[src/rtl/pipe_pkg.sv]
// pipe_pkg: definitions shared by the pipeline stage register and its entry
// flops.
//   OCC_W   - width of the occupancy count (0, 1 or 2 entries)
//   state_e - stage state; each encoding equals the number of held entries
package pipe_pkg;

    localparam int OCC_W = 2;

    typedef enum logic [OCC_W-1:0] {
        ST_EMPTY = 2'd0,
        ST_FULL  = 2'd1,
        ST_SKID  = 2'd2
    } state_e;

endpackage

[src/rtl/pipe_entry_reg.sv]
// pipe_entry_reg: one payload entry, made of a WIDTH-bit data flop and a
// valid flop.
//   clk, rst     - clock; synchronous active-high reset (clears valid only)
//   load, d      - capture d and mark the entry valid
//   clear        - mark the entry empty; wins over load
//   q, valid     - held payload and its valid flag
// The data flop has no reset: its contents are don't-care while valid is 0.
module pipe_entry_reg #(
    parameter int WIDTH = 32
) (
    input  logic             clk,
    input  logic             rst,
    input  logic             load,
    input  logic             clear,
    input  logic [WIDTH-1:0] d,
    output logic [WIDTH-1:0] q,
    output logic             valid
);

    logic             valid_d, valid_q;
    logic [WIDTH-1:0] data_d, data_q;

    always_comb begin
        valid_d = valid_q;
        data_d  = data_q;
        if (clear) begin
            valid_d = 1'b0;
        end else if (load) begin
            valid_d = 1'b1;
            data_d  = d;
        end
    end

    always_ff @(posedge clk) begin
        if (rst) begin
            valid_q <= 1'b0;
        end else begin
            valid_q <= valid_d;
        end
    end

    always_ff @(posedge clk) begin
        data_q <= data_d;
    end

    assign q     = data_q;
    assign valid = valid_q;

endmodule

[src/rtl/pipeline_skid_stage.sv]
// pipeline_skid_stage: a valid/ready pipeline register between two stages.
// It has an optional two-entry skid buffer, a synchronous flush and a
// saturating stall counter.
//   clk, rst               - clock; synchronous active-high reset
//   flush                  - drop the held entries and this cycle's input
//   in_valid/in_ready/in_data    - upstream side
//   out_valid/out_ready/out_data - downstream side; out_data = BUBBLE when empty
//   occupancy              - entries held (the state encoding itself)
//   stall_cnt              - saturating count of cycles with in_valid && !in_ready
// Handshake: a transfer happens on a side in any cycle where both valid and
// ready are high at the clock edge. A valid that has been raised stays raised
// with stable data until that transfer happens. Data leaves in FIFO order.
module pipeline_skid_stage
    import pipe_pkg::*;
#(
    parameter int               WIDTH  = 32,
    parameter bit               SKID   = 1'b1,
    parameter logic [WIDTH-1:0] BUBBLE = '0,
    parameter int               CNT_W  = 16
) (
    input  logic             clk,
    input  logic             rst,
    input  logic             flush,
    input  logic             in_valid,
    output logic             in_ready,
    input  logic [WIDTH-1:0] in_data,
    output logic             out_valid,
    input  logic             out_ready,
    output logic [WIDTH-1:0] out_data,
    output logic [OCC_W-1:0] occupancy,
    output logic [CNT_W-1:0] stall_cnt
);

    localparam logic [CNT_W-1:0] CNT_MAX = '1;

    state_e           state_d, state_q;
    logic             in_ready_d, in_ready_q;
    logic [CNT_W-1:0] stall_cnt_d, stall_cnt_q;

    logic             main_load, main_clear, main_valid;
    logic [WIDTH-1:0] main_in, main_out;
    logic             skid_load, skid_clear;
    logic [WIDTH-1:0] skid_out;
    logic             accept, emit;

    pipe_entry_reg #(.WIDTH(WIDTH)) u_main (
        .clk   (clk),
        .rst   (rst),
        .load  (main_load),
        .clear (main_clear),
        .d     (main_in),
        .q     (main_out),
        .valid (main_valid)
    );

    generate
        if (SKID) begin : g_skid
            logic skid_valid_unused;
            pipe_entry_reg #(.WIDTH(WIDTH)) u_skid (
                .clk   (clk),
                .rst   (rst),
                .load  (skid_load),
                .clear (skid_clear),
                .d     (in_data),
                .q     (skid_out),
                .valid (skid_valid_unused)
            );
            // Registered ready: it can be known one cycle ahead, because the
            // skid entry absorbs the one beat that arrives while ready falls.
            assign in_ready = in_ready_q;
        end else begin : g_noskid
            logic unused_skid_ctrl;
            assign unused_skid_ctrl = ^{skid_load, skid_clear, in_ready_q};
            assign skid_out = BUBBLE;
            assign in_ready = !main_valid || out_ready;
        end
    endgenerate

    assign accept = in_valid && in_ready;
    assign emit   = main_valid && out_ready;

    // In the single-register mode, a FULL-state accept always comes with an
    // emit, so ST_SKID is unreachable and the skid controls go nowhere.
    always_comb begin
        state_d    = state_q;
        main_load  = 1'b0;
        main_clear = 1'b0;
        main_in    = in_data;
        skid_load  = 1'b0;
        skid_clear = 1'b0;
        if (flush) begin
            state_d    = ST_EMPTY;
            main_clear = 1'b1;
            skid_clear = 1'b1;
        end else begin
            case (state_q)
                ST_EMPTY: begin
                    if (accept) begin
                        state_d   = ST_FULL;
                        main_load = 1'b1;
                    end
                end
                ST_FULL: begin
                    if (accept && emit) begin
                        main_load = 1'b1;
                    end else if (accept) begin
                        state_d   = ST_SKID;
                        skid_load = 1'b1;
                    end else if (emit) begin
                        state_d    = ST_EMPTY;
                        main_clear = 1'b1;
                    end
                end
                ST_SKID: begin
                    if (emit) begin
                        state_d    = ST_FULL;
                        main_load  = 1'b1;
                        main_in    = skid_out;
                        skid_clear = 1'b1;
                    end
                end
                default: begin
                    state_d    = ST_EMPTY;
                    main_clear = 1'b1;
                    skid_clear = 1'b1;
                end
            endcase
        end
        in_ready_d = (state_d != ST_SKID);
    end

    always_comb begin
        stall_cnt_d = stall_cnt_q;
        if (in_valid && !in_ready && (stall_cnt_q != CNT_MAX)) begin
            stall_cnt_d = stall_cnt_q + 1'b1;
        end
    end

    always_ff @(posedge clk) begin
        if (rst) begin
            state_q     <= ST_EMPTY;
            in_ready_q  <= 1'b1;
            stall_cnt_q <= '0;
        end else begin
            state_q     <= state_d;
            in_ready_q  <= in_ready_d;
            stall_cnt_q <= stall_cnt_d;
        end
    end

    assign out_valid = main_valid;
    assign out_data  = main_valid ? main_out : BUBBLE;
    assign occupancy = state_q;
    assign stall_cnt = stall_cnt_q;

endmodule

[config.mk]
export PLATFORM = sky130hd
export DESIGN_NAME = pipeline_skid_stage
export DESIGN_NICKNAME = d
export VERILOG_FILES = /design/src/rtl/pipe_pkg.sv /design/src/rtl/pipe_entry_reg.sv /design/src/rtl/pipeline_skid_stage.sv
export SDC_FILE = /design/constraint.sdc
export NUM_CORES = 1
export LEC_CHECK = 0
export CORE_MARGIN = 2
export CORE_UTILIZATION = 40
export DETAILED_ROUTE_END_ITERATION = 8
export PLACE_DENSITY = 0.71
export SYNTH_ARGS = -nofsm -noshare
export SYNTH_HDL_FRONTEND = slang
export SYNTH_SLANG_ARGS = --single-unit
[constraint.sdc]
create_clock -name clk -period 6.6 [get_ports clk]
set_clock_uncertainty 0.05 [all_clocks]
set_input_delay 0.99 -clock clk [delete_from_list [all_inputs] [get_ports clk]]
set_output_delay 0.99 -clock clk [all_outputs]
set_load 0.01 [all_outputs]
==> summary.txt <==
Worst hold path
  – Hold Path Class: flop to flop
  – Hold Path End: stall_cnt[15]$_SDFFE_PP0P_
  – Worst hold stages: 2
  – Hold Crit Start: stall_cnt[15]$_SDFFE_PP0P_

Worst setup path
  – CP Data Arrival Time: 3.37 ns
  – Worst R2R Setup Slack: 3.27 ns
  – Req. time, crit path: 6.64 ns
  – Crit Path Max Fanout: 38
  – Worst Setup SP: u_main.valid$_SDFFE_PP0P_
  – Worst path cell trace: nand2_1, nor4b_4, buf_4, mux2_2
  – RR Startpoint: u_main.valid$_SDFFE_PP0P_
  – Reg2reg path depth: 4
  – Top delay family on crit path: simple AND/OR/NAND/NOR gates
  – Crit path kind: flop to flop
  – CP max-delay cell: dfxtp_1
  – R2r endpoint: u_main.q[1]$_DFFE_PP_
  – CP max stage delay: 1.03 ns
  – Element type at the critical path start: flop
  – Buf/Inv on CP: 1
  – CP endpoint kind: flop

GRT
  – Largest net degree at the start of global routing: 39
  – First-pass GRT wire length: 11700 µm
  – Vias in the first global route: 2468
  – GRT Total Usage: 0.154
  – Initial antenna violation count: 0
  – GR Overflow Total: 0

Route
  – Total Wirelength: 7180 µm
  – DR DRC count: 0
  – Wl on met1: 3220 µm
  – DR iter-0 viols: 75
  – DR pass1 iterations: 4
  – Highest metal used: met4
  – Detail Route Antenna Nets: 0
  – Vias after detailed routing: 2450
  – Routed vias/inst: 5.24
  – Met3 Routed Length: 393 µm
  – Routed wl met2: 3440 µm
  – Wire length per cell: 15.3 µm

Power and ir drop
  – PwrDens: 211 mW/mm²
  – Leakage: 1.56 nW
  – Peak VDD IR: 115 µV

Clock network
  – CTS Hold Bufs: 0
  – Clock slew at reported path FFs: 0.08 ns
  – Cts repair resizes: 0
  – Total CTS buffers: 9
  – Skew-Pair Late Insertion Delay: 0.35 ns
  – Root Driver: clkbuf_8
  – TritonCTS clock tree: done
  – Clock buffer depth: 2
  – CTS sink count: 84
  – # H-tree levels: 3
  – Postcts setup bufs: 0

Status
  – Outcome: completed

Final layout
  – Commonest non-fill, non-tap cell in the layout: clkdlybuf4s50_1
  – Layout area overhead: 33.3%
  – Final nets: 393
  – Most frequent cells in the layout: clkdlybuf4s50_1, edfxtp_1, mux2_2
  – Fraction of layout cells with a size suffix above 1: 0.167
  – Fin area: 0.00481 mm²
  – Filler cells: 747
  – Number of diodes: 0

Synthesis
  – Synth Instances: 264
  – Synth Area per Inst: 13.7 µm²
  – EDFF count, synth: 64
  – Synthesized flop and latch total: 84
  – Syn Nets: 302
  – Sequential area share after synthesis: 0.644
  – Mapped cell area: 0.00361 mm²
  – Distinct cells, synth: 42
  – YS warnings: 0
  – Most used DFF post-synth: edfxtp_1
  – Ys async rst share: 0

Die
  – Chip width: 99.0 µm
  – Initial core utilization: 0.414
  – Core area: 0.00872 mm²
  – I/O pin count: 89
  – Row count: 34
  – DIE AREA: 0.00979 mm²
  – Die Ht: 99.0 µm

STA
  – Min Tclk post-route: 3.33 ns
  – Finish-stage setup viols: 0
  – Final hold viol count: 0
  – Slew @ Worst Pin: 1.23 ns
  – Final worst-path cycle share: 0.505
  – Rel. slew slack: 0.177
  – Fmax: 300 MHz
  – RSZ-0062 raised after global routing: no
  – Final TNS setup: 0 ns
  – Max Slew Vio Count: 0

Place
  – I/O Buffers: 88
  – Gpl congestion: 0.747
  – Final HPWL DP: 5010 µm
  – Area after DPL: 0.00462 mm²

Run
  – Max cap viols: 0
cell families after synthesis:
logic type,count (synthesis),share of synthesized area
AND/OR/NAND/NOR,98,0.166
flip-flops,84,0.644
multiplexers,39,0.121
AO/OA/AOI/OAI,28,0.0493
buffers and inverters,14,0.0160
adder cells (fa/ha/maj),1,0.00347
report_power, final:
| part | leakage [nW] | internal, W | switching (W) |
|---|---|---|---|
| Combinational | 0.718 | 0.0000452 | 0.0000309 |
| Clock | 0.0923 | 0.000173 | 0.000177 |
| Sequential | 0.749 | 0.000583 | 0.00000660 |
state kept, by name, summed over array words and instances (netlist names):
register	count
in_ready	1
stall_cnt	16
occupancy	2
g_skid.u_skid.q	32
u_main.q	32
u_main.valid	1
synthesized netlist by cell type (3+ instances only):
master / n / area (µm²)
and2_1: 33 / 206
buf_2: 4 / 20.0
dfxtp_1: 20 / 400
and3_1: 3 / 18.8
nand2_1: 5 / 18.8
mux2_2: 36 / 405
nor2_1: 13 / 48.8
nand3_1: 6 / 30.0
or4_1: 4 / 30.0
a21oi_1: 12 / 60.1
nor3_1: 3 / 15.0
nand2b_1: 3 / 18.8
nand4_1: 7 / 43.8
edfxtp_1: 64 / 1920
nor2b_1: 6 / 37.5
inv_1: 4 / 15.0
clkbuf_1: 5 / 18.8
worst reg2reg max path, cell delays in order, from the launching register on:
cell and delay [ns]:
dfxtp_1 1.03, nand2_1 0.30, nor4b_4 0.94, buf_4 0.40, mux2_2 0.37
through the flow:
step / worst slack [ns] / utilization / cells / total power, W / hold WS, ns
after floorplan: 2.69 / - / 264 / 0.000630 / 0.465
after global placement: 2.98 / 0.529 / 452 / 0.000677 / 0.460
after detailed placement: 2.91 / 0.529 / 452 / 0.000679 / 0.474
after CTS: 3.18 / 0.551 / 468 / 0.00103 / 0.494
after global routing: 2.93 / 0.551 / 468 / 0.00106 / 0.506
final: 3.27 / 0.551 / 468 / 0.00102 / 0.495
layer usage:
layer  global-route usage  vias to the layer above
li1                     -                     1182
met1                0.198                     1164
met2                0.247                       92
met3               0.0418                       12
met4               0.0632                        0
met5                    0                        -
final cells by class:
class	count	area [µm²]	share of cell area
sequential	84	2320	0.483
tap	108	135	0.0281
timing repair buffer	90	896	0.186
clock inverter	7	66.3	0.0138
multi-input combinational	166	1250	0.260
inverter	4	15.0	0.00312
clock buffer	9	124	0.0258
worst max path at each step:
stage	end	slack (ns)	cells after the start
after floorplan	g_skid.u_skid.q[0]$_DFFE_PP_	2.69	3
after global placement	u_main.q[2]$_DFFE_PP_	2.98	5
after detailed placement	u_main.q[1]$_DFFE_PP_	2.91	5
after CTS	u_main.q[1]$_DFFE_PP_	3.18	4
after global routing	u_main.q[10]$_DFFE_PP_	2.93	4
final	u_main.q[1]$_DFFE_PP_	3.27	4
(Power assumes the default switching activity.)
